<file path="config.mk">
export PLATFORM = sky130hd
export DESIGN_NAME = mul_core
export DESIGN_NICKNAME = d
export VERILOG_FILES = /design/src/rtl/mul_core_pkg.sv /design/src/rtl/mul_core_sat_fix.sv /design/src/rtl/mul_core.sv
export SDC_FILE = /design/constraint.sdc
export NUM_CORES = 1
export LEC_CHECK = 0
export CAP_MARGIN = 0
export CORE_MARGIN = 1.5
export CORE_UTILIZATION = 40
export CTS_CLUSTER_SIZE = 20
export DETAILED_ROUTE_END_ITERATION = 6
export GPL_ROUTABILITY_DRIVEN = 0
export PLACE_DENSITY = 0.69
export SETUP_SLACK_MARGIN = 0.15
export SLEW_MARGIN = 20
export SYNTH_ARGS = -nofsm -noshare
export SYNTH_HDL_FRONTEND = slang
export SYNTH_SLANG_ARGS = --single-unit
</file>
<file path="constraint.sdc">
create_clock -name clk -period 13.4 [get_ports clk]
set_clock_uncertainty 0.2 [all_clocks]
set_input_delay 2.68 -clock clk [delete_from_list [all_inputs] [get_ports clk]]
set_output_delay 2.68 -clock clk [all_outputs]
set_load 0.1 [all_outputs]
</file>
<file path="src/rtl/mul_core_pkg.sv">
// Shared types and constants for the signed shift-add multiply core.
package mul_core_pkg;

    typedef enum logic [1:0] {
        S_IDLE,
        S_MUL,
        S_FIX,
        S_DONE
    } mul_state_t;

    localparam int CORE_W = 32;
    localparam logic [CORE_W-1:0] SAT_MAX = 32'h7FFF_FFFF;
    localparam logic [CORE_W-1:0] SAT_MIN = 32'h8000_0000;

endpackage

</file>
<file path="src/rtl/mul_core_sat_fix.sv">
// Applies the product sign to the unsigned magnitude and saturates to WIDTH bits.
module sat_fix
    import mul_core_pkg::*;
#(
    parameter int WIDTH = CORE_W
) (
    input  logic [2*WIDTH-1:0] acc,
    input  logic               neg,
    output logic [WIDTH-1:0]   result,
    output logic               overflow
);

    logic [2*WIDTH-1:0] prod;
    logic [WIDTH:0]     top;
    logic               pos_ovf;
    logic               neg_ovf;

    // Negating a zero magnitude yields zero, so -0 never escapes.
    assign prod = neg ? (~acc + 1'b1) : acc;

    // In range only when the upper W+1 bits are a pure sign extension.
    assign top     = prod[2*WIDTH-1:WIDTH-1];
    assign pos_ovf = ~prod[2*WIDTH-1] & (|top);
    assign neg_ovf = prod[2*WIDTH-1] & ~(&top);

    always_comb begin
        result   = prod[WIDTH-1:0];
        overflow = 1'b0;
        if (pos_ovf) begin
            result   = {1'b0, {(WIDTH-1){1'b1}}};
            overflow = 1'b1;
        end else if (neg_ovf) begin
            result   = {1'b1, {(WIDTH-1){1'b0}}};
            overflow = 1'b1;
        end
    end

endmodule

</file>
<file path="src/rtl/mul_core.sv">
// Iterative signed multiplier: one partial product per cycle, saturated result.
module mul_core
    import mul_core_pkg::*;
#(
    parameter int WIDTH = CORE_W
) (
    input  logic             clk,
    input  logic             rst_n,
    input  logic [WIDTH-1:0] a0,
    input  logic [WIDTH-1:0] a1,
    input  logic             start_calc,
    output logic             core_busy,
    output logic [WIDTH-1:0] result,
    output logic             result_valid,
    output logic             overflow
);

    localparam int CNT_W = $clog2(WIDTH);
    localparam logic [CNT_W-1:0] LAST = CNT_W'(WIDTH - 1);

    mul_state_t state;
    mul_state_t state_nxt;

    logic               start_q;
    logic               start_pulse;
    logic [WIDTH-1:0]   mag_a;
    logic [WIDTH-1:0]   mag_b;
    logic               neg;
    logic [2*WIDTH-1:0] acc;
    logic [CNT_W-1:0]   cnt;
    logic [WIDTH-1:0]   fix_result;
    logic               fix_ovf;

    assign start_pulse = start_calc & ~start_q;
    assign core_busy   = (state != S_IDLE);

    always_ff @(posedge clk or negedge rst_n) begin
        if (!rst_n) begin
            state <= S_IDLE;
        end else begin
            state <= state_nxt;
        end
    end

    always_comb begin
        state_nxt = state;
        unique case (state)
            S_IDLE:  if (start_pulse) state_nxt = S_MUL;
            S_MUL:   if (cnt == LAST) state_nxt = S_FIX;
            S_FIX:   state_nxt = S_DONE;
            S_DONE:  state_nxt = S_IDLE;
            default: state_nxt = S_IDLE;
        endcase
    end

    sat_fix #(
        .WIDTH(WIDTH)
    ) u_sat_fix (
        .acc(acc),
        .neg(neg),
        .result(fix_result),
        .overflow(fix_ovf)
    );

    always_ff @(posedge clk or negedge rst_n) begin
        if (!rst_n) begin
            start_q      <= 1'b0;
            mag_a        <= '0;
            mag_b        <= '0;
            neg          <= 1'b0;
            acc          <= '0;
            cnt          <= '0;
            result       <= '0;
            overflow     <= 1'b0;
            result_valid <= 1'b0;
        end else begin
            start_q      <= start_calc;
            result_valid <= (state == S_FIX);
            unique case (state)
                S_IDLE: begin
                    if (start_pulse) begin
                        // |-2^(W-1)| fits because magnitudes are unsigned.
                        mag_a <= a0[WIDTH-1] ? (~a0 + 1'b1) : a0;
                        mag_b <= a1[WIDTH-1] ? (~a1 + 1'b1) : a1;
                        neg   <= a0[WIDTH-1] ^ a1[WIDTH-1];
                        acc   <= '0;
                        cnt   <= '0;
                    end
                end
                S_MUL: begin
                    if (mag_b[0]) begin
                        acc <= acc + ({{WIDTH{1'b0}}, mag_a} << cnt);
                    end
                    mag_b <= mag_b >> 1;
                    cnt   <= cnt + 1'b1;
                end
                S_FIX: begin
                    result   <= fix_result;
                    overflow <= fix_ovf;
                end
                default: ;
            endcase
        end
    end

endmodule

</file>
After elaboration in Yosys (flattened, before gate mapping)

Index checks and enable logic that the tools add are counted.

Register bits after elaboration: 171
Latch bits: 0
Bits in writable memories: 0
ROM bits: 0
Output and inout port bits: 35
Memories: 0

$add $sub $neg: 5
$mul: 0
Div/mod/pow operators: 0
Magnitude comparators: 0
Eq/ne operators: 7
Shift operators: 1
Multiplexer cells: 17
Bitwise gates (word level): 10
Reduce and logical (&&, ||, !) cells: 9

Operator list:

| kind                                          | number |
|---|---|
| two-way mux 64 bit                            | 3 |
| two-way mux 32 bit                            | 5 |
| one-hot mux 64 bit (2 select lines)           | 1 |
| adder 32 x 1 -> 32 bit, second input constant | 2 |
| adder 64 x 1 -> 64 bit, second input constant | 1 |
| adder 64 bit                                  | 1 |
| NOT 32 bit                                    | 2 |
| NOT 64 bit                                    | 1 |
| one-hot mux 32 bit (2 select lines)           | 1 |
| << shifter 32 x 5 -> 64 bit                   | 1 |
| AND reduction 33 bit                          | 1 |
| OR reduction 33 bit                           | 1 |
| one-hot mux 5 bit (2 select lines)            | 1 |
| one-hot mux 2 bit (4 select lines)            | 1 |
| inequality test 2 bit, second input constant  | 3 |
| AND reduction 2 bit                           | 3 |
| adder 5 x 1 -> 5 bit, second input constant   | 1 |
| equality test 5 bit, second input constant    | 1 |
| two-way mux 5 bit                             | 1 |
| equality test 2 bit, second input constant    | 2 |
| two-way mux 2 bit                             | 2 |
| nonzero test 2 bit                            | 2 |
| bitwise AND 1 bit                             | 3 |
| NOT 1 bit                                     | 3 |
| 5 further kinds                               | 6 |

Logic depth before layout (Yosys ltp)

Gate-level depths: netlist of the first run.

Word-level depth: 8
Gate-level depth with buffers: 23
Depth with buffers taken out: 20

Hierarchy

A second synthesis of the first run with hierarchy kept.

Cell total of the unflattened synthesis: 1941
Area total of the unflattened synthesis: 15837.7 sq um

Modules (own cells, without submodules):

| module   | instances | cells an instance | area each (sq um) | sequential area each (sq um) |
|---|---|---|---|---|
| mul_core | 1         | 1622              | 13526.7           | 4279.1 |
| sat_fix  | 1         | 319               | 2311.0            | 0.0 |

Least setup slack after synthesis of the first run

No wires, ideal clock.

Path kind: input -> register
Start: input port a1[4]
End: register mag_b[29]
Data arrival time: 5034 ps
Slack: 8033 ps
Stages on the path: 11
Path buffers: 0
Path through: nor4_1 nand3_1 or3_1 or3_1 or2_2 nand2b_1 o31ai_1 xor2_1 nor2_1 a21oi_1 o21ai_0

Cells in the longest elaborated chain, start to end: 5

RTL lines:

| element                             | line           | text |
|---|---|---|
| start, declared                     | mul_core.sv:10 | `input logic [WIDTH-1:0] a1,` |
| NOT 32 bit                          | mul_core.sv:84 | `mag_b <= a1[WIDTH-1] ? (~a1 + 1'b1) : a1;` |
| adder 32 x 1 -> 32 bit              | mul_core.sv:84 |  |
| two-way mux 32 bit                  | mul_core.sv:84 |  |
| two-way mux 32 bit                  | mul_core.sv:81 | `if (start_pulse) begin` |
| one-hot mux 32 bit (2 select lines) | mul_core.sv:79 | `unique case (state)` |
| end signal, assigned                | mul_core.sv:84 |  |
| end signal, assigned                | mul_core.sv:94 | `mag_b <= mag_b >> 1;` |
| end, declared                       | mul_core.sv:27 | `logic [WIDTH-1:0] mag_b;` |

Every way passes these cells. The select of a mux whose other input is x is not followed.
A chain may end at the register's enable or synchronous reset.

Worst setup path after layout of the first run

Start: register cnt[0]
End: register acc[63]

Cells in the longest elaborated chain, start to end: 4

RTL lines:

| element                             | line           | text |
|---|---|---|
| start, declared                     | mul_core.sv:30 | `logic [CNT_W-1:0] cnt;` |
| start signal, assigned              | mul_core.sv:95 | `cnt <= cnt + 1'b1;` |
| << shifter 32 x 5 -> 64 bit         | mul_core.sv:92 | `acc <= acc + ({{WIDTH{1'b0}}, mag_a} << cnt);` |
| adder 64 bit                        | mul_core.sv:92 |  |
| two-way mux 64 bit                  | mul_core.sv:91 | `if (mag_b[0]) begin` |
| one-hot mux 64 bit (2 select lines) | mul_core.sv:79 |  |
| end signal, assigned                | mul_core.sv:92 |  |
| end, declared                       | mul_core.sv:29 | `logic [2*WIDTH-1:0] acc;` |

Every way passes these cells. The select of a mux whose other input is x is not followed.

==> impl_summary.txt, run 1 <==
----------------------------------------------------
[Clock tree]
  TritonCTS clock tree ... built
  TritonCTS Sinks ... 171
  Buffers inserted during post-CTS setup optimization ... 0
  CTS buffer count ... 17
  Maximum count of clock buffers along a single path ... 2
  Reg clk slew, reported paths ... 0.07 ns
  Root Driver ... sky130_fd_sc_hd__clkbuf_16
  Number of levels in the clock H-tree ... 4
  Cts hold-fix bufs ... 0
  Resized Gates After CTS ... 0
  Clock insertion delay at the later pin of the skew report ... 0.46 ns

[Pwr]
  Sequential share of power ... 20.6%
  Cell internal power dissipation ... 0.00219 W
  Share of power burned in the clock network ... 10.5%
  Switching power as a share of total power ... 54.5%
  Leakage power of the design ... 7.39 nW
  Maximum ir drop on the vdd rail ... 0.000158 V
  Power density cells ... 275 nW/um^2
  Relative contribution of combinational cells to total power ... 68.9%
  Switching component of the power ... 0.00262 W
  Sum of internal, switching and leakage power ... 0.00480 W

[Outcome]
  Outcome ... finished clean

[Yosys]
  Number of warning messages in the yosys log ... 0
  Post-synthesis cell area ... 15,600 um^2
  Async set-reset flop share out of synthesis ... 100%
  Post-synth EDFFs ... 0
  Post-synthesis instance total ... 1,940
  Syn nets ... 2,080
  Flop and latch count out of synthesis ... 171
  Count of distinct cell types in the synthesized netlist ... 84
  Sequential-to-total area share from yosys stat ... 27.5%
  Post-synthesis area per instance ... 8.04 um^2
  Most used flip-flop cell after synthesis ... sky130_fd_sc_hd__dfrtp_1

[Floorplanning]
  Chip Height ... 200 um
  Area of the die ... 40,200 um^2
  Die width ... 200 um
  Std-Cell Rows ... 72
  Core region area ... 38,600 um^2
  Initial core utilization ... 40.4%
  Top Ports ... 102

[GRT]
  Largest net degree at the start of global routing ... 82
  Grt ovf ... 0
  Vias in the first global route ... 13,500
  Number of antenna violations at the first check in global routing ... 0
  Global-route wire length before repair ... 69.9 mm
  GRT Total Usage ... 21.1%

[Worst setup path]
  Internal reg-to-reg setup slack ... 7.48 ns
  Buffer and inverter count on the worst path ... 0
  Top cell by count, worst path ... sky130_fd_sc_hd__o21ai_0
  Worst Path Arrival ... 6.06 ns
  Worst path top cell family by delay ... compound AO/OA/AOI/OAI gates
  Data required time of the critical path ... 13.53 ns
  Cells along the critical path ... mux2_2 > o21ai_0 > nor2_1 > a21oi_1 > mux2_2 > mux2i_1 > ha_1 > and3_1 > a221o_1 > a21oi_1 > a21boi_0 > a311oi_1 > o31a_1 > o21ai_0 > o21ai_0 > xor2_1 > nor2_1
  Worst-path maximum fanout ... 43
  Standard cell with the maximum stage delay on the critical path ... sky130_fd_sc_hd__dfrtp_2
  Startpoint Class ... register
  Worst setup EP type ... register
  Category of the critical setup timing path ... register to register
  Number of cells on the critical path ... 17
  Worst Reg-to-Reg Cells ... 17
  Slowest Stage Delay on Critical Path ... 1.02 ns

[Detailed routing]
  Number of DRC violations after detailed routing ... 0
  Total Routed Length ... 42.7 mm
  Antenna Violating Nets Remaining ... 0
  Wire length per cell ... 17.3 um
  Routed vias/inst ... 5.83
  DRT Pass-1 Iters ... 5
  DRC marker count from the first detailed-route iteration ... 1,194
  Overall via count from detail_route ... 14,400

[Layout]
  Post-layout util ... 45.3%
  Layout overhead on the synthesized area ... 12.0%
  Most frequent standard cell in the layout excluding fill and tap cells ... sky130_fd_sc_hd__nand2_1
  Leading cell types in the layout, fill and taps excluded ... sky130_fd_sc_hd__nand2_1 (244), sky130_fd_sc_hd__o21ai_0 (230), sky130_fd_sc_hd__nor2_1 (171)
  Ant. Diodes ... 0
  Fraction of final layout cells sized beyond drive strength 1 ... 7.97%
  Net count reported at finish ... 2,084
  Post-layout instance area ... 17,500 um^2

[STA]
  Final Cycle Share ... 44.2%
  Max Fclk ... 0.169 GHz
  Total count of max-transition violations in the final report ... 0
  Total count of hold-check failures in the final report ... 0
  Tightest Pin Transition ... 1.04 ns
  RSZ-0062 raised after global routing ... false
  Count of final setup violators ... 0
  Sum Neg Setup Slack ... 0 ns
  Max-slew headroom at the worst pin ... 30.3%
  Post-layout min period ... 5.92 ns

[Placement]
  HPWL after DPL ... 32.5 mm
  Instance area after placement ... 16,900 um^2
  Number of I/O port buffers ... 101

[Flow run]
  Max-cap check violation count ... 0

[Hold path]
  Number of stages on the worst hold path ... 2
  Type of the most critical hold path ... register to register

----------------------------------------------------
[logic make-up (layout without fill, tap and decap cells)]
logic type / Yosys count / after routing / share of synthesized area, %
AND/OR/NAND/NOR: 651 / 651 / 19.8
AO/OA/AOI/OAI: 610 / 610 / 25.1
buffers and inverters: 170 / 187 / 4.29
adder cells (fa/ha/maj): 73 / 73 / 5.91
XOR/XNOR: 174 / 174 / 9.78
multiplexers: 91 / 91 / 7.64
flip-flops: 171 / 171 / 27.5
[worst paths after layout]
check	startpoint	end
max	cnt[0]	acc[63]
min	mag_b[8]	mag_b[8]
max reg2reg	cnt[0]	acc[63]
min reg2reg	mag_b[8]	mag_b[8]
max in group asynchronous	rst_n	cnt[0]
min in group asynchronous	rst_n	result[31]
[final cells by class]
class | count | area, um^2
flip-flops and latches | 171 | 4280
multi-input cells | 1599 | 10700
fillers | 3797 | 21100
well taps | 518 | 648
clock buffers | 18 | 439
repair buffers | 114 | 1100
clock inverters | 14 | 145
inverters | 41 | 154
[routing by layer]
| metal | up-vias | track usage, % | part of all wire, % |
|---|---|---|---|
| li1 | 7073 | - | - |
| met1 | 6830 | 30.3 | 48 |
| met2 | 455 | 32.3 | 44 |
| met3 | 63 | 3.70 | 6.4 |
| met4 | 0 | 6.31 | 2.0 |
| met5 | - | 0 | 0 |
[power by group through the flow]
stage | combinational, W | sequential, W | clock, W
finish | 0.00331 | 0.000989 | 0.000507
CTS | 0.00327 | 0.000984 | 0.000519
global placement | 0.00319 | 0.000982 | 0
detailed placement | 0.00326 | 0.000994 | 0
floorplan | 0.00229 | 0.00120 | 0
global route | 0.00361 | 0.00102 | 0.000539
[synthesized netlist by cell type (13+ instances only)]
cell / count / area (um^2)
sky130_fd_sc_hd__xor2_1: 110 / 963
sky130_fd_sc_hd__inv_1: 39 / 146
sky130_fd_sc_hd__mux2_2: 24 / 270
sky130_fd_sc_hd__ha_1: 72 / 901
sky130_fd_sc_hd__o22ai_1: 20 / 125
sky130_fd_sc_hd__nand4_1: 35 / 219
sky130_fd_sc_hd__o41ai_1: 18 / 158
sky130_fd_sc_hd__a21o_1: 39 / 293
sky130_fd_sc_hd__nor4_1: 13 / 81.3
sky130_fd_sc_hd__nor2_1: 171 / 642
sky130_fd_sc_hd__nor3_1: 25 / 125
sky130_fd_sc_hd__o21ai_0: 231 / 1160
sky130_fd_sc_hd__clkbuf_1: 104 / 390
sky130_fd_sc_hd__mux4_2: 20 / 450
sky130_fd_sc_hd__nand3_1: 39 / 195
sky130_fd_sc_hd__dfrtp_1: 171 / 4280
sky130_fd_sc_hd__nand2b_1: 21 / 131
sky130_fd_sc_hd__mux2i_1: 47 / 470
sky130_fd_sc_hd__o22ai_2: 29 / 363
sky130_fd_sc_hd__buf_1: 17 / 63.8
sky130_fd_sc_hd__xnor2_1: 64 / 561
sky130_fd_sc_hd__nand2_1: 244 / 916
sky130_fd_sc_hd__a21oi_1: 135 / 676
sky130_fd_sc_hd__or3_1: 18 / 113
sky130_fd_sc_hd__or4_1: 18 / 135
sky130_fd_sc_hd__o21bai_1: 18 / 135
sky130_fd_sc_hd__o31ai_1: 36 / 270
[through the flow]
step | hold slack (ns) | worst slack (ns) | std cells
final | 0.287 | 7.48 | 2475
after global routing | 0.320 | 7.16 | 2475
after CTS | 0.292 | 7.58 | 2475
after detailed placement | 0.271 | 7.19 | 2443
after global placement | 0.263 | 7.30 | 2443
after floorplan | 0.250 | 8.03 | 1940
[worst register-to-register path, cell delays in order (launching register included)]
cell                       delay [ns]
sky130_fd_sc_hd__dfrtp_2         1.02
sky130_fd_sc_hd__mux2_2          0.43
sky130_fd_sc_hd__o21ai_0         0.45
sky130_fd_sc_hd__nor2_1          0.08
sky130_fd_sc_hd__a21oi_1         0.35
sky130_fd_sc_hd__mux2_2          0.25
sky130_fd_sc_hd__mux2i_1         0.08
sky130_fd_sc_hd__ha_1            0.40
sky130_fd_sc_hd__and3_1          0.27
sky130_fd_sc_hd__a221o_1         0.33
sky130_fd_sc_hd__a21oi_1         0.22
sky130_fd_sc_hd__a21boi_0        0.17
sky130_fd_sc_hd__a311oi_1        0.60
sky130_fd_sc_hd__o31a_1          0.31
sky130_fd_sc_hd__o21ai_0         0.18
sky130_fd_sc_hd__o21ai_0         0.25
sky130_fd_sc_hd__xor2_1          0.17
sky130_fd_sc_hd__nor2_1          0.05
[registers in the layout, indices dropped and copies added (netlist names)]
register,cells
mag_b,32
neg,1
start_q,1
result_valid,1
result,32
state,2
mag_a,32
acc,64
cnt,5
overflow,1
(Power assumes the default switching activity.)
==> run 2, diff against run 1 <==
--- a/config.mk
+++ b/config.mk
@@ -11,7 +11,7 @@
 export CTS_CLUSTER_SIZE = 20
 export DETAILED_ROUTE_END_ITERATION = 6
 export GPL_ROUTABILITY_DRIVEN = 0
-export PLACE_DENSITY = 0.69
+export PLACE_DENSITY = 0.71
 export SETUP_SLACK_MARGIN = 0.15
 export SLEW_MARGIN = 20
 export SYNTH_ARGS = -nofsm -noshare
==> constraint.sdc (replaced) <==
create_clock -name clk -period 5.2 [get_ports clk]
set_clock_uncertainty 0.2 [all_clocks]
set_input_delay 1.04 -clock clk [delete_from_list [all_inputs] [get_ports clk]]
set_output_delay 1.04 -clock clk [all_outputs]
set_load 0.1 [all_outputs]
==> impl_summary.txt, run 2 (synthesis results as in run 1) <==
----------------------------------------------------
[STA]
  Sum Neg Setup Slack ... 0 ns (unchanged)
  Count of final setup violators ... 0 (unchanged)
  Post-layout min period ... 4.88 ns (-1.05 ns)
  Final Cycle Share ... 93.8% (+50 points)
  Max Fclk ... 0.205 GHz (+22%)
  RSZ-0062 raised after global routing ... false
  Max-slew headroom at the worst pin ... 30.7% (+0.40 points)
  Total count of max-transition violations in the final report ... 0 (unchanged)
  Total count of hold-check failures in the final report ... 0 (unchanged)
  Tightest Pin Transition ... 1.04 ns (-0.00604 ns)

[Detailed routing]
  DRC marker count from the first detailed-route iteration ... 1,164 (-2.5%)
  Antenna Violating Nets Remaining ... 0 (unchanged)
  Number of DRC violations after detailed routing ... 0 (unchanged)
  Routed vias/inst ... 5.90 (+1.3%)
  Total Routed Length ... 45.0 mm (+5.2%)
  Overall via count from detail_route ... 14,800 (+2.9%)
  Wire length per cell ... 17.9 um (+3.5%)
  DRT Pass-1 Iters ... 7 (+2)

[Layout]
  Ant. Diodes ... 0 (unchanged)
  Post-layout util ... 46.7% (+1.4 points)
  Number of flip-flops in the largest register ... 64 (unchanged)
  Non-filler cells, final ... 2,515 (+1.6%)
  Leading cell types in the layout, fill and taps excluded ... sky130_fd_sc_hd__nand2_1 (244), sky130_fd_sc_hd__o21ai_0 (226), sky130_fd_sc_hd__nor2_1 (170)
  Post-layout instance area ... 18,000 um^2 (+3.2%)
  Most frequent standard cell in the layout excluding fill and tap cells ... sky130_fd_sc_hd__nand2_1
  Layout overhead on the synthesized area ... 15.6%
  Net count reported at finish ... 2,124 (+1.9%)
  Fraction of final layout cells sized beyond drive strength 1 ... 11.4% (+3.4 points)
  Register name with the most flops ... acc

[Pwr]
  Leakage power of the design ... 7.65 nW (+3.5%)
  Sum of internal, switching and leakage power ... 0.0130 W (+170%)
  Maximum ir drop on the vdd rail ... 0.000398 V (+150%)
  Power density cells ... 722 nW/um^2 (+160%)

[Placement]
  HPWL after DPL ... 34.2 mm (+5.2%)
  Instance count after placement with tap cells included ... 2,473 (+1.2%)
  Instance area after placement ... 17,100 um^2 (+1.6%)
  Number of I/O port buffers ... 101 (unchanged)

[Clock tree]
  Clock insertion delay at the later pin of the skew report ... 0.47 ns (about the same)
  CTS buffer count ... 17 (unchanged)
  Number of levels in the clock H-tree ... 4 (unchanged)
  Maximum count of clock buffers along a single path ... 2 (unchanged)
  TritonCTS Sinks ... 171 (unchanged)
  Reg clk slew, reported paths ... 0.08 ns (about the same)
  Root Driver ... sky130_fd_sc_hd__clkbuf_16
  TritonCTS clock tree ... built

[Hold path]
  Endpoint of the worst hold-timing path ... mag_b[1]
  Startpoint of the worst hold path ... mag_b[1]
  Type of the most critical hold path ... register to register
  Number of stages on the worst hold path ... 2 (unchanged)

[Worst setup path]
  Data required time of the critical path ... 5.33 ns (-8.20 ns)
  Worst path top cell family by delay ... compound AO/OA/AOI/OAI gates
  Category of the critical setup timing path ... register to register
  Worst Reg-to-Reg Cells ... 20 (+3)
  R2R Path End ... acc[61]
  Buffer and inverter count on the worst path ... 3 (+3)
  Slowest Stage Delay on Critical Path ... 0.54 ns (-0.48 ns)
  Cells along the critical path ... buf_4 > buf_12 > mux4_2 > mux2i_1 > nand2_1 > nand2_1 > o22ai_1 > ha_1 > and3_1 > nand3_1 > nor3_1 > a32oi_2 > a21oi_2 > o211ai_1 > a21oi_1 > nor3_1 > buf_4 > a31oi_1 > xnor2_1 > o21ai_0
  Critical R2R Launch ... cnt[0]
  Startpoint Class ... register
  Standard cell with the maximum stage delay on the critical path ... sky130_fd_sc_hd__mux4_2
  Internal reg-to-reg setup slack ... 0.32 ns (-7.15 ns)
  Worst setup EP type ... register
  Worst-path maximum fanout ... 24 (-44%)
  Worst Path Arrival ... 5.01 ns (-1.05 ns)

[Flow run]
  Max-cap check violation count ... 0 (unchanged)

[GRT]
  Largest net degree at the start of global routing ... 99 (+21%)
  GRT Total Usage ... 22.0% (+0.93 points)
  Number of antenna violations at the first check in global routing ... 0 (unchanged)
  Global-route wire length before repair ... 72.8 mm (+4.1%)
  Grt ovf ... 0 (unchanged)
  Vias in the first global route ... 14,000 (+3.6%)

[Floorplanning]
  Die width ... 200 um (unchanged)
  Std-Cell Rows ... 72 (unchanged)
  Chip Height ... 200 um (unchanged)
  Area of the die ... 40,200 um^2 (unchanged)
  Initial core utilization ... 40.4% (unchanged)
  Core region area ... 38,600 um^2 (unchanged)
  Top Ports ... 102 (unchanged)

[Outcome]
  Outcome ... finished clean

----------------------------------------------------
run 2: per-layer routing:
metal	global-route usage, %	wire [um]	vias up
li1	-	-	7162
met1	31.4	20700	7025
met2	33.4	19600	550
met3	3.91	3290	105
met4	7.87	1330	0
met5	0	0	-
run 2: how the worst max path moves through the flow:
stage / from / to / slack (ns) / cells past startpoint
finish: cnt[0] / acc[61] / 0.32 / 20
global route: cnt[0] / acc[54] / 0.12 / 20
CTS: cnt[0] / acc[58] / 0.22 / 18
detailed placement: cnt[0] / acc[58] / -0.002 / 16
global placement: cnt[0] / acc[58] / 0.07 / 16
floorplan: cnt[0] / acc[58] / 0.24 / 17
run 2: power by group:
group	leakage (nW)	switching [W]	internal, W
Clock	0.295	0.000703	0.000660
Sequential	2.16	0.000642	0.00185
Combinational	5.20	0.00570	0.00347
run 2: metrics by stage:
stage                     setup slack [ns]  hold slack [ns]
after floorplan                      0.242            0.250
after global placement              0.0711            0.261
after CTS                            0.215            0.290
after detailed placement          -0.00164            0.272
after global routing                 0.115            0.304
final                                0.325            0.283
run 2: worst min-delay path: cells and delay by family, from the launching register on:
family | cells | cell delay [ns]
AND/OR/NAND/NOR | 1 | 0.04
AO/OA/AOI/OAI | 1 | 0.06
flip-flops | 1 | 0.35
run 2: repair_timing:
item	CTS	global route
pin swaps	0	9
endpoints found under the setup margin	5	20
buffers inserted	0	10
resized for setup	3	41
hold buffers	0	0
run 2: final cells by class:
| type | instances | area (um^2) |
|---|---|---|
| Multi-Input combinational cell | 1599 | 10900 |
| Fill cell | 3775 | 20500 |
| Timing Repair Buffer | 154 | 1450 |
| Tap cell | 518 | 648 |
| Sequential cell | 171 | 4290 |
| Clock buffer | 17 | 425 |
| Clock inverter | 15 | 190 |
| Inverter | 41 | 158 |
==> run 3, diff against run 2 <==
--- a/config.mk
+++ b/config.mk
@@ -11,6 +11,7 @@
 export CTS_CLUSTER_SIZE = 20
 export DETAILED_ROUTE_END_ITERATION = 6
 export GPL_ROUTABILITY_DRIVEN = 0
+export HOLD_SLACK_MARGIN = 0.08
 export PLACE_DENSITY = 0.71
 export SETUP_SLACK_MARGIN = 0.15
 export SLEW_MARGIN = 20
==> results of run 3 <==
The final DEF is identical to that of run 2; final timing and power are the same.
